## config.mk

```make
export PLATFORM = sky130hd
export DESIGN_NAME = serial_to_parallel_receiver_flat
export DESIGN_NICKNAME = d
export VERILOG_FILES = /design/src/rtl/serial_to_parallel_receiver_if.sv /design/src/rtl/serial_to_parallel_receiver.sv /design/src/flat_wrapper.sv
export SDC_FILE = /design/constraint.sdc
export NUM_CORES = 1
export LEC_CHECK = 0
export CORE_MARGIN = 1
export CORE_UTILIZATION = 39
export CTS_BUF_LIST = sky130_fd_sc_hd__clkbuf_8
export CTS_CLUSTER_DIAMETER = 60
export DETAILED_ROUTE_END_ITERATION = 16
export GPL_TIMING_DRIVEN = 0
export SETUP_SLACK_MARGIN = 0.05
export SYNTH_ARGS = -nofsm -noshare
export SYNTH_HDL_FRONTEND = slang
export SYNTH_SLANG_ARGS = --single-unit
```

## constraint.sdc

```tcl
create_clock -name p_clk -period 2.9 [get_ports p_clk]
set_input_delay 0.87 -clock p_clk [delete_from_list [all_inputs] [get_ports p_clk]]
set_output_delay 0.87 -clock p_clk [all_outputs]
set_load 0.03 [all_outputs]
```

## src/rtl/serial_to_parallel_receiver_if.sv

```systemverilog
// Serial-in / parallel-out bus for serial_to_parallel_receiver.
// master drives the serial stream and sink ready; slave is the receiver.
interface serial_to_parallel_receiver_if #(
  parameter int WIDTH = 32
);
  logic             ser_in;
  logic             frame_in;
  logic [WIDTH-1:0] par_out;
  logic             out_valid;
  logic             out_ready;
  logic             overrun;
  logic             frame_err;

  modport master (
    output ser_in, frame_in, out_ready,
    input  par_out, out_valid, overrun, frame_err
  );

  modport slave (
    input  ser_in, frame_in, out_ready,
    output par_out, out_valid, overrun, frame_err
  );
endinterface

```

## src/rtl/serial_to_parallel_receiver.sv

```systemverilog
// LSB-first serial frame receiver with a valid/ready output slot.
// Optional frame length checking is enabled by defining S2P_LEN_CHECK_EN.
//
// state | meaning
// IDLE  | waiting for a frame_in rising edge
// RECV  | collecting lead-skip and payload bits
// DRAIN | word complete, ignoring extra bits until frame_in falls
module serial_to_parallel_receiver #(
  parameter int WIDTH     = 32,
  parameter int LEAD_SKIP = 1
) (
  input logic                          p_clk,
  input logic                          n_rst,
  serial_to_parallel_receiver_if.slave bus
);
  localparam int FULL  = LEAD_SKIP + WIDTH;
  localparam int CNT_W = $clog2(FULL + 2);
  localparam logic [CNT_W-1:0] CNT_ONE  = CNT_W'(1);
  localparam logic [CNT_W-1:0] CNT_FULL = CNT_W'(FULL);
  localparam logic [CNT_W-1:0] CNT_SAT  = CNT_W'(FULL + 1);

  typedef enum logic [1:0] {IDLE, RECV, DRAIN} state_t;

  state_t           r_state;
  logic             r_frame_d;
  logic [CNT_W-1:0] r_cnt;
  logic [WIDTH-1:0] r_sr;
  logic [WIDTH-1:0] r_par;
  logic             r_valid;
  logic             r_overrun;
`ifdef S2P_LEN_CHECK_EN
  logic             r_frame_err;
`endif

  logic             w_start;
  logic             w_qual;
  logic             w_sample;
  logic             w_done;
  logic             w_hs;
  int               w_cnt_before;
  logic [WIDTH-1:0] w_word;

  always_comb begin
    w_start      = bus.frame_in && !r_frame_d;
    w_qual       = (r_state == IDLE) ? w_start : ((r_state == RECV) && bus.frame_in);
    w_cnt_before = (r_state == IDLE) ? 0 : int'(r_cnt);
    w_sample     = w_qual && (w_cnt_before >= LEAD_SKIP) && (w_cnt_before < FULL);
    w_done       = w_sample && (w_cnt_before == FULL - 1);
    w_word       = {bus.ser_in, r_sr[WIDTH-1:1]};
    w_hs         = r_valid && bus.out_ready;
  end

  always_ff @(posedge p_clk or negedge n_rst) begin
    if (!n_rst) begin
      r_state     <= IDLE;
      r_frame_d   <= 1'b1;
      r_cnt       <= '0;
      r_sr        <= '0;
      r_par       <= '0;
      r_valid     <= 1'b0;
      r_overrun   <= 1'b0;
`ifdef S2P_LEN_CHECK_EN
      r_frame_err <= 1'b0;
`endif
    end else begin
      r_frame_d   <= bus.frame_in;
      r_overrun   <= 1'b0;
`ifdef S2P_LEN_CHECK_EN
      r_frame_err <= 1'b0;
`endif
      if (w_sample) r_sr <= w_word;

      case (r_state)
        IDLE: begin
          if (w_start) begin
            r_cnt   <= CNT_ONE;
            r_state <= w_done ? DRAIN : RECV;
          end
        end
        RECV: begin
          if (bus.frame_in) begin
            r_cnt <= r_cnt + CNT_ONE;
            if (w_done) r_state <= DRAIN;
          end else begin
            r_state     <= IDLE;
`ifdef S2P_LEN_CHECK_EN
            r_frame_err <= 1'b1;
`endif
          end
        end
        DRAIN: begin
          // Saturating just past FULL is enough to tell a long frame apart.
          if (bus.frame_in) begin
            if (r_cnt != CNT_SAT) r_cnt <= r_cnt + CNT_ONE;
          end else begin
            r_state     <= IDLE;
`ifdef S2P_LEN_CHECK_EN
            r_frame_err <= (r_cnt != CNT_FULL);
`endif
          end
        end
        default: r_state <= IDLE;
      endcase

      if (w_done) begin
        if (!r_valid || bus.out_ready) begin
          r_par   <= w_word;
          r_valid <= 1'b1;
        end else begin
          r_overrun <= 1'b1;
        end
      end else if (w_hs) begin
        r_valid <= 1'b0;
      end
    end
  end

  assign bus.par_out   = r_par;
  assign bus.out_valid = r_valid;
  assign bus.overrun   = r_overrun;
`ifdef S2P_LEN_CHECK_EN
  assign bus.frame_err = r_frame_err;
`else
  assign bus.frame_err = 1'b0;
`endif
endmodule

```

## src/flat_wrapper.sv

```systemverilog
// flat-port wrapper written by rule: the top's interface ports become plain ports
module serial_to_parallel_receiver_flat 
#(
  parameter int WIDTH     = 32,
  parameter int LEAD_SKIP = 1
)
  (p_clk, n_rst, bus_ser_in, bus_frame_in, bus_out_ready, bus_par_out, bus_out_valid, bus_overrun, bus_frame_err);
  serial_to_parallel_receiver_if #(.WIDTH(WIDTH)) bus_i ();
  input logic p_clk;
  input logic n_rst;
  input wire logic [$bits(bus_i.ser_in)-1:0] bus_ser_in;
  input wire logic [$bits(bus_i.frame_in)-1:0] bus_frame_in;
  input wire logic [$bits(bus_i.out_ready)-1:0] bus_out_ready;
  output wire logic [$bits(bus_i.par_out)-1:0] bus_par_out;
  output wire logic [$bits(bus_i.out_valid)-1:0] bus_out_valid;
  output wire logic [$bits(bus_i.overrun)-1:0] bus_overrun;
  output wire logic [$bits(bus_i.frame_err)-1:0] bus_frame_err;
  assign bus_i.ser_in = bus_ser_in;
  assign bus_i.frame_in = bus_frame_in;
  assign bus_i.out_ready = bus_out_ready;
  assign bus_par_out = bus_i.par_out;
  assign bus_out_valid = bus_i.out_valid;
  assign bus_overrun = bus_i.overrun;
  assign bus_frame_err = bus_i.frame_err;
  serial_to_parallel_receiver #(.WIDTH(WIDTH), .LEAD_SKIP(LEAD_SKIP)) u_core (.p_clk(p_clk), .n_rst(n_rst), .bus(bus_i));
endmodule
```

==> results of run 1 <==
-- cell families (layout without fill, tap and decap cells) --
| group | count (synthesis) | count (layout) |
|---|---|---|
| and+or+nand+nor | 29 | 29 |
| adders and majority gates | 6 | 6 |
| other | 1 | 1 |
| DFF | 74 | 74 |
| buffers and inverters | 14 | 68 |
| AOI/OAI and AO/OA | 14 | 14 |
| muxes | 64 | 64 |
-- cell usage after synthesis (2+ instances only) --
cell	instances	area, µm²
inv_1	5	18.8
buf_2	3	15.0
a22o_1	2	17.5
dfrtp_1	73	1830
nand2b_1	3	18.8
nand4_1	4	25.0
nor2_1	4	15.0
ha_1	6	75.1
o21ai_0	2	10.0
mux2_4	30	450
mux2_2	34	383
nand2_1	6	22.5
buf_12	3	60.1
nand3_1	3	15.0
a21oi_1	3	15.0
-- layout make-up --
class                      instances  area share (%)
inverter                           5           0.481
clock inverter                     5            2.02
timing repair buffer              39            10.2
multi-input combinational        114            30.5
clock buffer                      10            3.53
buffer                             9            2.50
tap                              102            3.27
sequential                        74            47.5
-- per-stage QoR --
step	std cells	power (mW)
after floorplan	202	1.68
after global placement	342	1.82
after detailed placement	343	1.83
after CTS	358	2.71
after global routing	358	2.81
final	358	2.67
-- worst max-delay path, stage by stage --
cell and delay [ps]:
clkdlybuf4s50_1 600, nand2_1 140, or4b_1 550, buf_6 170, buf_12 150, mux2_4 290
-- cell usage in the layout (no fill, tap or decap), types with 5 or more instances in the layout --
cell type        instances
clkdlybuf4s50_1         37
nand2_1                  6
inv_1                    5
ha_1                     6
mux2_4                  30
dfrtp_1                 73
clkbuf_8                10
mux2_2                  34
-- metal layers --
metal	vias to the layer above	GRT usage [%]	part of all wire (%)
li1	822	-	-
met1	864	17.1	47
met2	32	18.9	47
met3	6	5.31	4.6
met4	0	5.08	1.7
met5	-	0	0
-- flip-flops by register name, summed over array words and instances, names as in the netlist --
register and cells:
u_core.bus.overrun 1, u_core.r_state 2, u_core.bus.par_out 32, u_core.r_frame_d 1, u_core.r_sr 31, u_core.bus.out_valid 1, u_core.r_cnt 6
-- final timing paths --
kind | startpoint | endpoint
worst min register to register | u_core.bus.par_out[7] | u_core.bus.par_out[7]
min in group p_clk | u_core.bus.par_out[7] | u_core.bus.par_out[7]
max in group asynchronous | n_rst | u_core.bus.par_out[1]
worst max register to register | u_core.r_state[0] | u_core.r_cnt[1]
worst min-delay path | n_rst | u_core.r_sr[19]
worst max-delay path | bus_frame_in | u_core.r_sr[16]
-- power by group through the flow --
| stage | sequential, mW | combinational (mW) | clock (mW) |
|---|---|---|---|
| 6_report | 1.21 | 0.602 | 0.860 |
| 3_5_place_dp | 1.23 | 0.605 | 0 |
| 4_1_cts | 1.21 | 0.607 | 0.898 |
| 2_1_floorplan | 1.23 | 0.450 | 0 |
| 3_3_place_gp | 1.23 | 0.589 | 0 |
| 5_1_grt | 1.22 | 0.656 | 0.932 |
==> flow_metrics.py, run 1 <==
metrics = {
    "run_status": {
        "status": "finished clean",
    },
    "floorplan": {
        "rows": 32,
        "fp.dieH_um": 92.0,
        "core_um2": 7770,
        "ios": 40,
        "design.die.area_um2": 8470,
        "die_w_um": 92.0,
        "start_util_pct": 40.7,
    },
    "clocking": {
        "cts_hold_buf": 0,
        "cts-resized-gates": 0,
        "cts_max_level": 3,
        "clk_latency_ps": 340,
        "numCtsBuffers": 9,
        "root_buffer": "clkbuf_8",
        "clock_path_buffers": 2,
        "cts.sinks": 74,
        "cts_setup_buffers": 0,
        "cts_tree": "yes",
        "path_clk_slew_ps": 70,
    },
    "place": {
        "dp_slack_ps": -13.3,
        "dp_hpwl_um": 3240,
        "portBuffers": 38,
        "dpl-instance-area_um2": 3690,
        "gp_congestion": 0.760,
    },
    "power_and_ir_drop": {
        "pwr-share-seq_pct": 45.2,
        "pwr-share-comb_pct": 22.6,
        "internal-power_mw": 1.93,
        "swShare_pct": 27.7,
        "pwr_density_cell_nw_per_um2": 684,
        "clkPwrFrac_pct": 32.2,
        "leakage_nw": 1.97,
        "netSwitchingPower_mw": 0.738,
        "peakVddDrop_mv": 0.524,
    },
    "finish": {
        "drive_above_1_share_pct": 37.1,
        "antenna_cells": 0,
        "nFillCells": 695,
        "ff_latch_area_um2": 1850,
        "multiInputGateArea_um2": 1190,
        "area_growth_pct": 23.5,
        "design_area_um2": 3900,
        "nets": 263,
        "finish.utilization_pct": 50.2,
    },
    "worst_setup_path": {
        "critPathKind": "in -> reg",
        "worstPathRequired_ps": 3120,
        "worst-r2r-setup-slack_ps": 520,
        "critPathCaptureType": "flip-flop",
        "start_kind": "input port",
        "arrival_ps": 2780,
        "worstPathMaxFanout": 10,
        "r2r_cells": 7,
    },
    "drt": {
        "first_pass_iters": 4,
        "drt-initial-drc-count": 52,
        "wl_per_cell_um": 13.6,
        "drt_wl_total_um": 4860,
        "drc": 0,
        "ant_nets": 0,
        "viasPerCell": 4.82,
        "vias": 1724,
    },
    "timing": {
        "hold_viol": 0,
        "setup_violations": 0,
        "setup_ws_ps": 348,
        "fin_setup_tns_ps": 0,
        "rsz0062_at_grt": "no",
        "fin_skew_ps": 7.06,
        "whs_ps": 492,
        "finalMaxSlewViolations": 0,
        "fmax_ghz": 0.392,
        "fin_crit_ps": 2550,
        "final.period_utilization_pct": 88.0,
    },
    "yosys": {
        "ys_types": 36,
        "ys_warn_count": 0,
        "synth_flop_cell": "dfrtp_1",
        "synth-seq-cells": 74,
        "synth-simple-area-share_pct": 5.46,
        "syn_area_per_cell_um2": 15.6,
        "synth_area_um2": 3160,
        "synth_edf_count": 0,
        "synthArstFlopShare_pct": 100,
        "ys_seq_area_share_pct": 58.6,
        "synthMuxAreaShare_pct": 26.4,
        "synth-compound-area-share_pct": 3.37,
        "synthesis.instances": 202,
        "synth_fa_ha_area_share_pct": 2.38,
        "synth_top_family_by_area": "multiplexers",
        "synth-xor-area-share_pct": 0,
        "synth_nets": 213,
    },
    "global_routing": {
        "grt.overflow.total": 0,
        "grt_pass1_wl_um": 8310,
        "track_usage_pct": 12.9,
        "antenna_found_initial": 0,
        "grt_max_degree": 39,
        "grt_pass1_vias": 1707,
    },
    "job": {
        "maxCapViolations": 0,
    },
    "hold_path": {
        "min_path_type": "in -> async",
    },
}
Power figures use the tool's default switching activity.
==> run 2: changes to the inputs <==
--- a/config.mk
+++ b/config.mk
@@ -5,7 +5,7 @@
 export SDC_FILE = /design/constraint.sdc
 export NUM_CORES = 1
 export LEC_CHECK = 0
-export CORE_MARGIN = 1
+export CORE_MARGIN = 2
 export CORE_UTILIZATION = 39
 export CTS_BUF_LIST = sky130_fd_sc_hd__clkbuf_8
 export CTS_CLUSTER_DIAMETER = 60
==> flow_metrics.py, run 2 (same netlist as run 1, synthesis figures left out) <==
metrics = {
    "finish": {
        "antenna_cells": 0,
        "largest_reg_flops": 32,
        "nFillCells": 714,
        "layout_commonest_cell": "dfrtp_1",
        "multiInputGateArea_um2": 1190,
        "finish.utilization_pct": 49.7,
        "drive_above_1_share_pct": 37.4,
        "final_cell_mix": "dfrtp_1, clkdlybuf4s50_1, mux2_2",
        "design_area_um2": 3880,
        "ff_latch_area_um2": 1850,
        "nets": 263,
        "area_growth_pct": 22.7,
    },
    "timing": {
        "fin_setup_tns_ps": 0,
        "rsz0062_at_grt": "no",
        "fin_crit_ps": 2570,
        "final.period_utilization_pct": 88.6,
        "fmax_ghz": 0.389,
        "fin_skew_ps": 11.2,
        "setup_violations": 0,
        "finalMaxSlewViolations": 0,
        "hold_viol": 0,
    },
    "floorplan": {
        "rows": 32,
        "ios": 40,
        "die_w_um": 94.0,
        "core_um2": 7810,
        "fp.dieH_um": 94.0,
        "start_util_pct": 40.5,
        "design.die.area_um2": 8840,
    },
    "drt": {
        "drc": 0,
        "drt_wl_total_um": 4990,
        "drt-initial-drc-count": 26,
        "ant_nets": 0,
        "viasPerCell": 4.85,
        "vias": 1741,
        "wl_per_cell_um": 13.9,
        "first_pass_iters": 4,
    },
    "global_routing": {
        "track_usage_pct": 12.6,
        "grt_max_degree": 40,
        "antenna_found_initial": 0,
        "grt_pass1_vias": 1747,
        "grt.overflow.total": 0,
        "grt_pass1_wl_um": 8510,
    },
    "power_and_ir_drop": {
        "leakage_nw": 1.95,
        "pwr_density_cell_nw_per_um2": 667,
        "peakVddDrop_mv": 0.295,
    },
    "place": {
        "portBuffers": 38,
        "dp_hpwl_um": 3380,
        "gp_congestion": 0.758,
        "dpl-instance-area_um2": 3690,
    },
    "run_status": {
        "status": "finished clean",
    },
    "clocking": {
        "clk_latency_ps": 350,
        "clock_path_buffers": 2,
        "cts_hold_buf": 0,
        "cts_max_level": 3,
        "cts_setup_buffers": 0,
        "cts-resized-gates": 0,
        "path_clk_slew_ps": 90,
        "root_buffer": "clkbuf_8",
        "cts_tree": "yes",
        "numCtsBuffers": 9,
        "cts.sinks": 74,
    },
    "worst_setup_path": {
        "critPathCaptureType": "flip-flop",
        "worstPathMaxFanout": 10,
        "r2r-end": "u_core.r_cnt[1]",
        "worst-r2r-setup-slack_ps": 490,
        "critPathKind": "in -> reg",
        "worstPathRequired_ps": 3120,
        "r2r-start": "u_core.r_state[0]",
        "arrival_ps": 2790,
        "r2r_cells": 7,
        "start_kind": "input port",
    },
    "hold_path": {
        "min_path_type": "in -> async",
    },
    "job": {
        "maxCapViolations": 0,
    },
}
run 2: changes by cell type in the layout (fill, tap and decap cells not counted), sizes merged:
cell,previous run,this run
clkinvlp,0,2
inv,5,6
clkbuf,11,10
bufinv,2,1
run 2: area by class of cell:
cell class | instances | share of cell area (%)
Multi-Input combinational cell | 114 | 30.7
Sequential cell | 74 | 47.8
Clock buffer | 9 | 3.19
Inverter | 5 | 0.484
Buffer | 9 | 2.52
Clock inverter | 7 | 1.77
Tap cell | 102 | 3.29
Timing Repair Buffer | 39 | 10.3
run 2: through the flow:
stage / setup WS [ps] / total power [mW] / std cells / hold WS (ps)
after floorplan: 751 / 1.68 / 202 / 477
after global placement: -1640 / 1.82 / 342 / 488
after detailed placement: -20.9 / 1.84 / 343 / 494
after CTS: 345 / 2.63 / 359 / 485
after global routing: 287 / 2.74 / 359 / 499
final: 332 / 2.59 / 359 / 469
run 2: per-layer routing:
layer	part of all wire, %	vias to the layer above	global-route usage [%]
met3	3.3	9	2.73
met4	2.1	0	7.85
met5	0	-	0
met2	46	34	17.9
met1	48	882	17.4
li1	-	816	-
run 2: worst max-delay path, cell delays in order:
cell and delay [ps]:
clkdlybuf4s50_1 590, nand2_1 150, or4b_1 570, buf_6 170
buf_12 140, mux2_4 290
run 2: how the worst max path moves through the flow:
stage                             from              endpoint  slack [ps]  cells past startpoint
final                     bus_frame_in        u_core.r_sr[7]         330                      6
after global routing      bus_frame_in        u_core.r_sr[1]         290                      6
after CTS                 bus_frame_in        u_core.r_sr[5]         350                      6
after detailed placement  bus_frame_in        u_core.r_sr[5]         -20                      6
after global placement           n_rst  u_core.bus.out_valid       -1640                      1
after floorplan           bus_frame_in       u_core.r_sr[10]         750                      5
run 2: power breakdown:
group	switching [mW]	total, mW	internal (mW)	leakage, nW
logic	0.295	0.601	0.306	0.839
registers	0.0848	1.21	1.12	1.02
clock network	0.385	0.780	0.395	0.0954
total	0.765	2.59	1.82	1.95
